## config.mk

```make
export PLATFORM = sky130hd
export DESIGN_NAME = stream_framing_monitor
export DESIGN_NICKNAME = d
export VERILOG_FILES = /design/src/rtl/stream_framing_monitor.sv
export SDC_FILE = /design/constraint.sdc
export NUM_CORES = 1
export LEC_CHECK = 0
export BUFFER_PORTS_ARGS = -buffer_cell sky130_fd_sc_hd__buf_4
export CORE_ASPECT_RATIO = 0.5
export CORE_MARGIN = 8
export CORE_UTILIZATION = 52
export DETAILED_ROUTE_END_ITERATION = 8
export PLACE_DENSITY = 0.81
export SLEW_MARGIN = 20
export SYNTH_ARGS = -nofsm -noshare
export SYNTH_HDL_FRONTEND = slang
export SYNTH_SLANG_ARGS = --single-unit
```

## constraint.sdc

```tcl
create_clock -name sys_clk -period 4.39 [get_ports sys_clk]
set_input_delay 0.878 -clock sys_clk [delete_from_list [all_inputs] [get_ports sys_clk]]
set_output_delay 0.878 -clock sys_clk [all_outputs]
set_load 0.02 [all_outputs]
```

## src/rtl/stream_framing_monitor.sv

```systemverilog
// Inline Avalon-ST framing checker: registers the stream through with 1 cycle of latency and counts framing errors.
// Build option FRAMING_FILTER_EN: orphan beats are stripped of valid/sop/eop at the output.
package stream_framing_monitor_pkg;
   localparam int unsigned AVLN_BYTES   = 8;
   localparam int unsigned AVLN_DATA_W  = AVLN_BYTES * 8;
   localparam int unsigned AVLN_EMPTY_W = $clog2(AVLN_BYTES);

   typedef struct packed {
      logic [AVLN_DATA_W-1:0]  data;
      logic                    sop;
      logic                    eop;
      logic [AVLN_EMPTY_W-1:0] empty;
      logic                    valid;
   } avln_st;
endpackage

module stream_framing_monitor
   import stream_framing_monitor_pkg::*;
#(
   parameter int unsigned BYTES_PER_BEAT = AVLN_BYTES,
   parameter int unsigned LEN_W          = 16,
   parameter int unsigned MAX_BYTES      = 9600,
   parameter int unsigned CNT_W          = 32,
   parameter int unsigned ERR_W          = 16
) (
   input  logic             sys_clk,
   input  logic             reset_n,
   input  avln_st           in,
   output avln_st           out,
   input  logic             stats_clr,
   output logic             in_pkt,
   output logic [CNT_W-1:0] pkt_count,
   output logic [LEN_W-1:0] last_len,
   output logic             last_len_vld,
   output logic [ERR_W-1:0] err_orphan,
   output logic [ERR_W-1:0] err_dup_sop,
   output logic [ERR_W-1:0] err_too_long
);

   localparam logic [0:0] ST_IDLE  = 1'b0;
   localparam logic [0:0] ST_INPKT = 1'b1;

   logic [0:0]       state, state_nxt;
   logic [LEN_W-1:0] len, len_nxt;
   logic             oversize, oversize_nxt;
   logic [LEN_W-1:0] beat_bytes;
   logic [LEN_W:0]   len_sum;
   logic [LEN_W-1:0] len_sat;
   logic [LEN_W-1:0] acc_len;
   logic             accept, flag_cur;
   logic             inc_pkt, inc_orphan, inc_dup, inc_long;
   avln_st           out_nxt;

   // Bytes carried by this beat and the saturating running length
   always_comb begin
      beat_bytes = LEN_W'(BYTES_PER_BEAT) - (in.eop ? LEN_W'(in.empty) : '0);
      len_sum    = {1'b0, len} + {1'b0, beat_bytes};
      len_sat    = len_sum[LEN_W] ? '1 : len_sum[LEN_W-1:0];
   end

   // Next-state, length tracking and counter increment decode
   always_comb begin
      state_nxt    = state;
      len_nxt      = len;
      oversize_nxt = oversize;
      accept       = 1'b0;
      flag_cur     = oversize;
      acc_len      = len_sat;
      inc_pkt      = 1'b0;
      inc_orphan   = 1'b0;
      inc_dup      = 1'b0;
      inc_long     = 1'b0;
      out_nxt      = in;

      case (state)
         ST_IDLE: begin
            if (in.valid) begin
               if (in.sop) accept = 1'b1;
               else        inc_orphan = 1'b1;
            end
         end
         ST_INPKT: begin
            if (in.valid) begin
               accept  = 1'b1;
               inc_dup = in.sop;
            end
         end
         default: state_nxt = ST_IDLE;
      endcase

      // A sop always restarts the length and the oversize flag, abandoning any open packet
      if (accept) begin
         if (in.sop) begin
            acc_len  = beat_bytes;
            flag_cur = 1'b0;
         end
         len_nxt      = acc_len;
         inc_long     = !flag_cur && (acc_len > LEN_W'(MAX_BYTES));
         oversize_nxt = flag_cur || inc_long;
         if (in.eop) begin
            inc_pkt   = 1'b1;
            state_nxt = ST_IDLE;
         end else begin
            state_nxt = ST_INPKT;
         end
      end

`ifdef FRAMING_FILTER_EN
      if (inc_orphan) begin
         out_nxt.valid = 1'b0;
         out_nxt.sop   = 1'b0;
         out_nxt.eop   = 1'b0;
      end
`endif
   end

   // FSM state, length and registered outputs; stats_clr leaves state and len alone
   always_ff @(posedge sys_clk or negedge reset_n) begin
      if (!reset_n) begin
         state        <= ST_IDLE;
         len          <= '0;
         oversize     <= 1'b0;
         out          <= '0;
         in_pkt       <= 1'b0;
         pkt_count    <= '0;
         last_len     <= '0;
         last_len_vld <= 1'b0;
         err_orphan   <= '0;
         err_dup_sop  <= '0;
         err_too_long <= '0;
      end else begin
         state    <= state_nxt;
         len      <= len_nxt;
         oversize <= oversize_nxt;
         out      <= out_nxt;
         in_pkt   <= (state_nxt == ST_INPKT);
         if (stats_clr) begin
            pkt_count    <= '0;
            last_len     <= '0;
            last_len_vld <= 1'b0;
            err_orphan   <= '0;
            err_dup_sop  <= '0;
            err_too_long <= '0;
         end else begin
            last_len_vld <= inc_pkt;
            if (inc_pkt) begin
               pkt_count <= pkt_count + CNT_W'(1);
               last_len  <= acc_len;
            end
            if (inc_orphan && (err_orphan != '1))   err_orphan   <= err_orphan + ERR_W'(1);
            if (inc_dup && (err_dup_sop != '1))     err_dup_sop  <= err_dup_sop + ERR_W'(1);
            if (inc_long && (err_too_long != '1))   err_too_long <= err_too_long + ERR_W'(1);
         end
      end
   end

endmodule

```

==> impl_metrics.env, run 1 <==
export IMPL_die_h_um=103.8
export IMPL_io_pins=241
export IMPL_first_iter_violations=399
export IMPL_clock_latency_ns=0.44
export IMPL_crit_arrival_ns=4.33
export IMPL_preCtsSetupSlack_ns=-0.04834
export IMPL_firstDrtPassIters=4
export IMPL_n_antenna_cell=0
export IMPL_yosysWarningCount=0
export IMPL_busiest_layer="met2"
export IMPL_final_cells=1218
export IMPL_vias=6526
export IMPL_setup_violations=0
export IMPL_gr_usage_met1=0.2673
export IMPL_fin_util=0.7031
export IMPL_fin_worst_skew_ns=0.01466
export IMPL_critPathCaptureType="flop"
export IMPL_grt_setup_unrepaired="false"
export IMPL_power_mw=3.797
export IMPL_hold_buffers=0
export IMPL_cts_buffer_depth=2
export IMPL_crit_fanout=16
export IMPL_hold_class="primary input to asynchronous set/reset pin"
export IMPL_start_util=0.5258
export IMPL_status="completed"
export IMPL_clock_sinks=185
export IMPL_slew_headroom=0.4355
export IMPL_grt_pass1_wl_um=36430
export IMPL_maxSlewViolCount=0
export IMPL_synth_avg_cell_area_sq_um=10.61
export IMPL_place_congestion=0.8936
export IMPL_ant_nets=0
export IMPL_grt_usage=0.2261
export IMPL_num_rows=32
export IMPL_port_buffers=240
export IMPL_vias_per_cell=5.358
export IMPL_p_per_area_mw_per_mm2=354.0
export IMPL_grt_pass1_vias=6823
export IMPL_route_detailed_drc=0
export IMPL_synthDistinctLibCells=61
export IMPL_areaGrowthSynthToFinish_pct=33.73
export IMPL_synth_edf_count=0
export IMPL_numCtsBuffers=17
export IMPL_maxCapViolCount=0
export IMPL_crit_type="primary input to flop"
export IMPL_drive_gt1_frac=0.3077
export IMPL_synth_ff_type="dfrtp_1"
export IMPL_htreeDepth=4
export IMPL_synthArstFlopShare=1.000
export IMPL_grt_max_degree=114
export IMPL_worst_ep_required_time_ns=4.70
export IMPL_netlist_area_sq_mm=0.008020
export IMPL_post_cts_buffers=0
export IMPL_ys_seq_area_frac=0.5772
export IMPL_cts_repair_resized=0
export IMPL_leakagePower_nw=5.110
export IMPL_finalCritPeriodShare=0.9152
export IMPL_grt_util_met3=0.07129
export IMPL_final_nets=1084
export IMPL_mostFrequentLayoutCell="buf_4"
export IMPL_die_w_um=191.6
export IMPL_fmax_mhz=248.9
export IMPL_fp_coreArea_sq_mm=0.01525
export IMPL_syn_nets=839
export IMPL_period_needed_ns=4.018
export IMPL_antenna_found_initial=0
export IMPL_dp_hpwl_um=16150
export IMPL_grt_use_met2=0.3887
export IMPL_cts_tree="built"
export IMPL_cts_root_buf="clkbuf_16"
export IMPL_final_cell_mix="buf_4 (253), dfrtp_1 (185), nor2_1 (102)"
export IMPL_placed_cells=1186
export IMPL_gr_total_overflow=0
export IMPL_drt_total_wl_um=22120
export IMPL_syn_inst=756
export IMPL_die_area_sq_mm=0.01989
export IMPL_start_kind="primary input"
export IMPL_hold_viol=0
export IMPL_path_clk_slew_ns=0.08
export IMPL_peakVddDrop_uv=305.6
export IMPL_worst_slack_ns=0.3721
export IMPL_wl_per_cell_um=18.16
export IMPL_worst_slew_pin_slew_ns=0.8468
export IMPL_ys_seq_elements=185
-- worst max-delay path, cell delays in order --
cell and delay (ns):
buf_4 0.11, nand2_1 0.08, ha_1 0.30, inv_1 0.07, fa_1 0.43, nand2b_1 0.27, a21boi_0 0.41, o32ai_1 0.14
a311oi_1 0.23, nor4_1 0.10, or4_1 0.58, buf_12 0.19, a21boi_2 0.18, mux2_1 0.34
-- logic make-up (layout without fill, tap and decap cells) --
| group | count (synthesis) | in the layout | share of synthesized area |
|---|---|---|---|
| mux | 21 | 21 | 0.02886 |
| fa+ha+maj | 10 | 10 | 0.01654 |
| simple gates | 324 | 324 | 0.1934 |
| flops | 185 | 185 | 0.5772 |
| compound gates | 105 | 105 | 0.08986 |
| buf+inv | 48 | 306 | 0.02527 |
| xor+xnor | 63 | 63 | 0.06880 |
-- path summary, 6_finish.rpt --
kind                         start         endpoint  slack [ns]  cells after the start
hold / removal             reset_n          out[28]        0.49                      1
setup / recovery             in[4]  err_too_long[0]        0.37                     14
min in group sys_clk        len[0]           len[0]        0.52                      2
max in group asynchronous  reset_n          len[14]        2.91                      2
setup reg to reg            len[0]  err_too_long[0]        0.79                     12
hold reg to reg             len[0]           len[0]        0.52                      2
-- synth_stat cells (2+ instances only) --
cell type,number,area share
and4_1,2,0.0022
clkbuf_1,21,0.0098
mux2i_1,4,0.0050
xor2_1,45,0.049
and2_1,4,0.0031
a21oi_1,38,0.024
o21ai_0,16,0.010
xnor2_1,18,0.020
and3_1,17,0.013
nor3_1,7,0.0044
dfrtp_1,185,0.58
o31ai_1,5,0.0047
o32ai_1,2,0.0022
nor2b_1,18,0.014
or3_1,14,0.011
or4_1,2,0.0019
o211ai_1,2,0.0019
buf_1,4,0.0019
a211oi_1,7,0.0066
mux2_1,15,0.021
o21ai_1,2,0.0012
nand2_1,75,0.035
a21oi_2,10,0.011
or2_2,2,0.0016
nand2b_1,4,0.0031
nor2_1,102,0.048
buf_2,3,0.0019
buf_6,2,0.0028
o21a_1,2,0.0019
mux2_2,2,0.0028
inv_1,17,0.0080
nand3_1,36,0.022
o21bai_1,2,0.0019
nand4_1,28,0.022
nor4_1,6,0.0047
a22o_1,2,0.0022
a21o_1,3,0.0028
ha_1,9,0.014
-- area by class of cell --
type / instances / area, sq um
inverter: 17 / 63.81
sequential: 185 / 4629
timing repair buffer: 257 / 1962
clock buffer: 18 / 429.2
fill: 1125 / 4529
tap: 204 / 255.2
multi-input combinational: 523 / 3196
clock inverter: 14 / 190.2
-- state kept, by name, indices dropped and copies added, names as in the netlist, 16 cells and up --
name          flops
out              70
pkt_count        32
err_dup_sop      16
err_orphan       16
err_too_long     16
last_len         16
len              16
-- per-stage QoR --
step	TNS [ns]	hold WS [ns]	instance area, sq um
after floorplan	0	0.4525	8020
after global placement	0	0.4817	10090
after detailed placement	-0.1622	0.5022	10090
after CTS	0	0.5121	10710
after global routing	0	0.5209	10730
final	0	0.4905	10730
-- per-layer routing --
layer  vias up  wire, um
met1      3206      8626
li1       3085         -
met4         0       361
met3        31      1794
met2       204     11340
met5         -         0
-- where the power goes --
group	total [mW]	switching, mW	internal, mW
logic	0.433	0.255	0.177
registers	1.79	0.0349	1.76
clock network	1.57	0.792	0.782
total	3.80	1.08	2.72
No activity file was read; power rests on OpenSTA's default activity.
==> run 2, diff against run 1 <==
--- a/config.mk
+++ b/config.mk
@@ -8,9 +8,8 @@
 export BUFFER_PORTS_ARGS = -buffer_cell sky130_fd_sc_hd__buf_4
 export CORE_ASPECT_RATIO = 0.5
 export CORE_MARGIN = 8
-export CORE_UTILIZATION = 52
+export CORE_UTILIZATION = 35
 export DETAILED_ROUTE_END_ITERATION = 8
-export PLACE_DENSITY = 0.81
 export SLEW_MARGIN = 20
 export SYNTH_ARGS = -nofsm -noshare
 export SYNTH_HDL_FRONTEND = slang
==> constraint.sdc (replaced) <==
create_clock -name sys_clk -period 3.9 [get_ports sys_clk]
set_input_delay 0.78 -clock sys_clk [delete_from_list [all_inputs] [get_ports sys_clk]]
set_output_delay 0.78 -clock sys_clk [all_outputs]
set_load 0.02 [all_outputs]
==> run 2 against run 1 <==
- core utilization decreased by 22 points
- largest power group unchanged
- first-iteration DRC count decreased by 13%
- highest routed layer unchanged
- via count increased by 0.74%
==> impl_metrics.env, run 2 (synthesized netlist as in run 1, its figures left out) <==
export IMPL_die_area_sq_mm=0.02831
export IMPL_vias=6574
export IMPL_p_switching_mw=1.142
export IMPL_rr_endpoint="err_too_long[0]"
export IMPL_period_needed_ns=3.688
export IMPL_cts_root_buf="clkbuf_16"
export IMPL_start_kind="primary input"
export IMPL_slowest_delay_ns=0.59
export IMPL_clock_latency_ns=0.45
export IMPL_ant_nets=0
export IMPL_drive_gt1_frac=0.3243
export IMPL_fmax_mhz=271.1
export IMPL_path_clk_slew_ns=0.07
export IMPL_grt_usage=0.1644
export IMPL_cts_buffer_depth=2
export IMPL_firstDrtPassIters=4
export IMPL_mostFrequentLayoutCell="buf_4"
export IMPL_antenna_found_initial=0
export IMPL_start_util=0.3542
export IMPL_grt_setup_unrepaired="false"
export IMPL_n_antenna_cell=0
export IMPL_first_iter_violations=346
export IMPL_port_buffers=240
export IMPL_r2r_start="len[0]"
export IMPL_crit_arrival_ns=4.01
export IMPL_slowest_stage="or4_1"
export IMPL_power_frac_comb=0.121
export IMPL_fill_cells=2155
export IMPL_status="completed"
export IMPL_setup_violations=0
export IMPL_numCtsBuffers=17
export IMPL_peakVddDrop_uv=337.9
export IMPL_hold_class="primary input to asynchronous set/reset pin"
export IMPL_worst_slew_pin_slew_ns=0.9638
export IMPL_worst_ep_required_time_ns=4.23
export IMPL_grt_pass1_wl_um=37200
export IMPL_top_register="out"
export IMPL_pwr_share_seq=0.459
export IMPL_grt_pass1_vias=6818
export IMPL_fin_hold_ws_ns=0.4170
export IMPL_final_nets=1103
export IMPL_hold_buffers=0
export IMPL_route_detailed_drc=0
export IMPL_critPathCaptureType="flop"
export IMPL_gr_total_overflow=0
export IMPL_crit_fanout=16
export IMPL_pwr_share_clk=0.420
export IMPL_cp_top_family="simple AND/OR/NAND/NOR gates"
export IMPL_leakagePower_nw=5.213
export IMPL_post_cts_buffers=0
export IMPL_maxSlewViolCount=0
export IMPL_grt_max_degree=106
export IMPL_die_h_um=123.0
export IMPL_areaGrowthSynthToFinish_pct=37.36
export IMPL_reg_top3="out x70, pkt_count x32"
export IMPL_vias_per_cell=4.906
export IMPL_io_pins=241
export IMPL_htreeDepth=4
export IMPL_die_w_um=230.1
export IMPL_drt_total_wl_um=23180
export IMPL_wl_per_cell_um=17.30
export IMPL_p_per_area_mw_per_mm2=398.8
export IMPL_cts_tree="built"
export IMPL_fin_worst_skew_ns=0.006540
export IMPL_place_congestion=0.8576
export IMPL_slew_headroom=0.3491
export IMPL_maxCapViolCount=0
export IMPL_cts_repair_resized=0
export IMPL_crit_type="primary input to flop"
export IMPL_power_mw=4.393
export IMPL_clock_sinks=185
export IMPL_ff2ff_path_depth=12
export IMPL_num_rows=39
export IMPL_largest_reg_flops=70
export IMPL_finalCritPeriodShare=0.9457
export IMPL_final_cell_mix="buf_4 (273), dfrtp_1 (185), nor2_1 (102)"
export IMPL_hold_viol=0
export IMPL_crit_chain="buf_4 > nand2_1 > ha_1 > xnor2_1 > inv_1 > ha_4 > nor2_1 > or3b_1 > o2111a_1 > a311oi_1 > nor4_1 > or4_1 > buf_12 > a21boi_2 > mux2_1"
export IMPL_fp_coreArea_sq_mm=0.02264
export IMPL_p_sw_frac=0.2600
export IMPL_rrSetupSlack_ns=0.58
export IMPL_dp_hpwl_um=17340
export IMPL_path_buf_inv=3
export IMPL_intPower_mw=3.251
==> run 2: cell count changes in the layout (fill, tap and decap cells not counted), sizes merged <==
cell      delta
clkinv       -4
clkbuf       +1
buf         +18
bufinv       +3
clkinvlp     +2
inv          -1
==> run 2: routing by layer <==
metal / global-route usage / up-vias / part of all wire
li1: - / 3122 / -
met1: 0.1988 / 3277 / 0.42
met2: 0.2713 / 151 / 0.49
met3: 0.06780 / 24 / 0.074
met4: 0.04569 / 0 / 0.014
met5: 0 / - / 0
==> run 2: worst max-delay path by stage <==
stage | start | end | cells past startpoint
3_5_place_dp | in[4] | err_too_long[0] | 15
3_3_place_gp | in[4] | err_too_long[0] | 15
6_report | in[4] | err_too_long[0] | 15
4_1_cts | in[4] | err_too_long[0] | 15
2_1_floorplan | in[4] | err_too_long[11] | 16
5_1_grt | in[4] | err_too_long[0] | 15
==> run 2: layout make-up <==
cell class	count	area, sq um	area share
clock buffer	18	439.2	0.03986
clock inverter	14	183.9	0.01670
inverter	17	63.81	0.005792
multi-input combinational	523	3213	0.2917
sequential	185	4629	0.4202
tap	307	384.1	0.03487
timing repair buffer	276	2103	0.1909
==> run 2: through the flow <==
step | util | setup WS (ns) | instances | area [sq um] | TNS [ns]
3_5_place_dp | 0.4591 | -0.2588 | 1308 | 10390 | -3.476
2_1_floorplan | - | 0.006122 | 756 | 8061 | 0
3_3_place_gp | 0.4591 | -0.1449 | 1308 | 10390 | -1.931
6_report | 0.4866 | 0.2116 | 1340 | 11020 | 0
4_1_cts | 0.4866 | 0.2275 | 1340 | 11020 | 0
5_1_grt | 0.4866 | 0.03688 | 1340 | 11020 | 0
==> run 2: power by group through the flow <==
stage	sequential, mW	combinational, mW	clock (mW)
finish	2.02	0.530	1.85
global route	2.02	0.581	1.97
CTS	2.02	0.538	1.89
detailed placement	2.05	0.536	0
global placement	2.05	0.527	0
floorplan	2.10	0.217	0
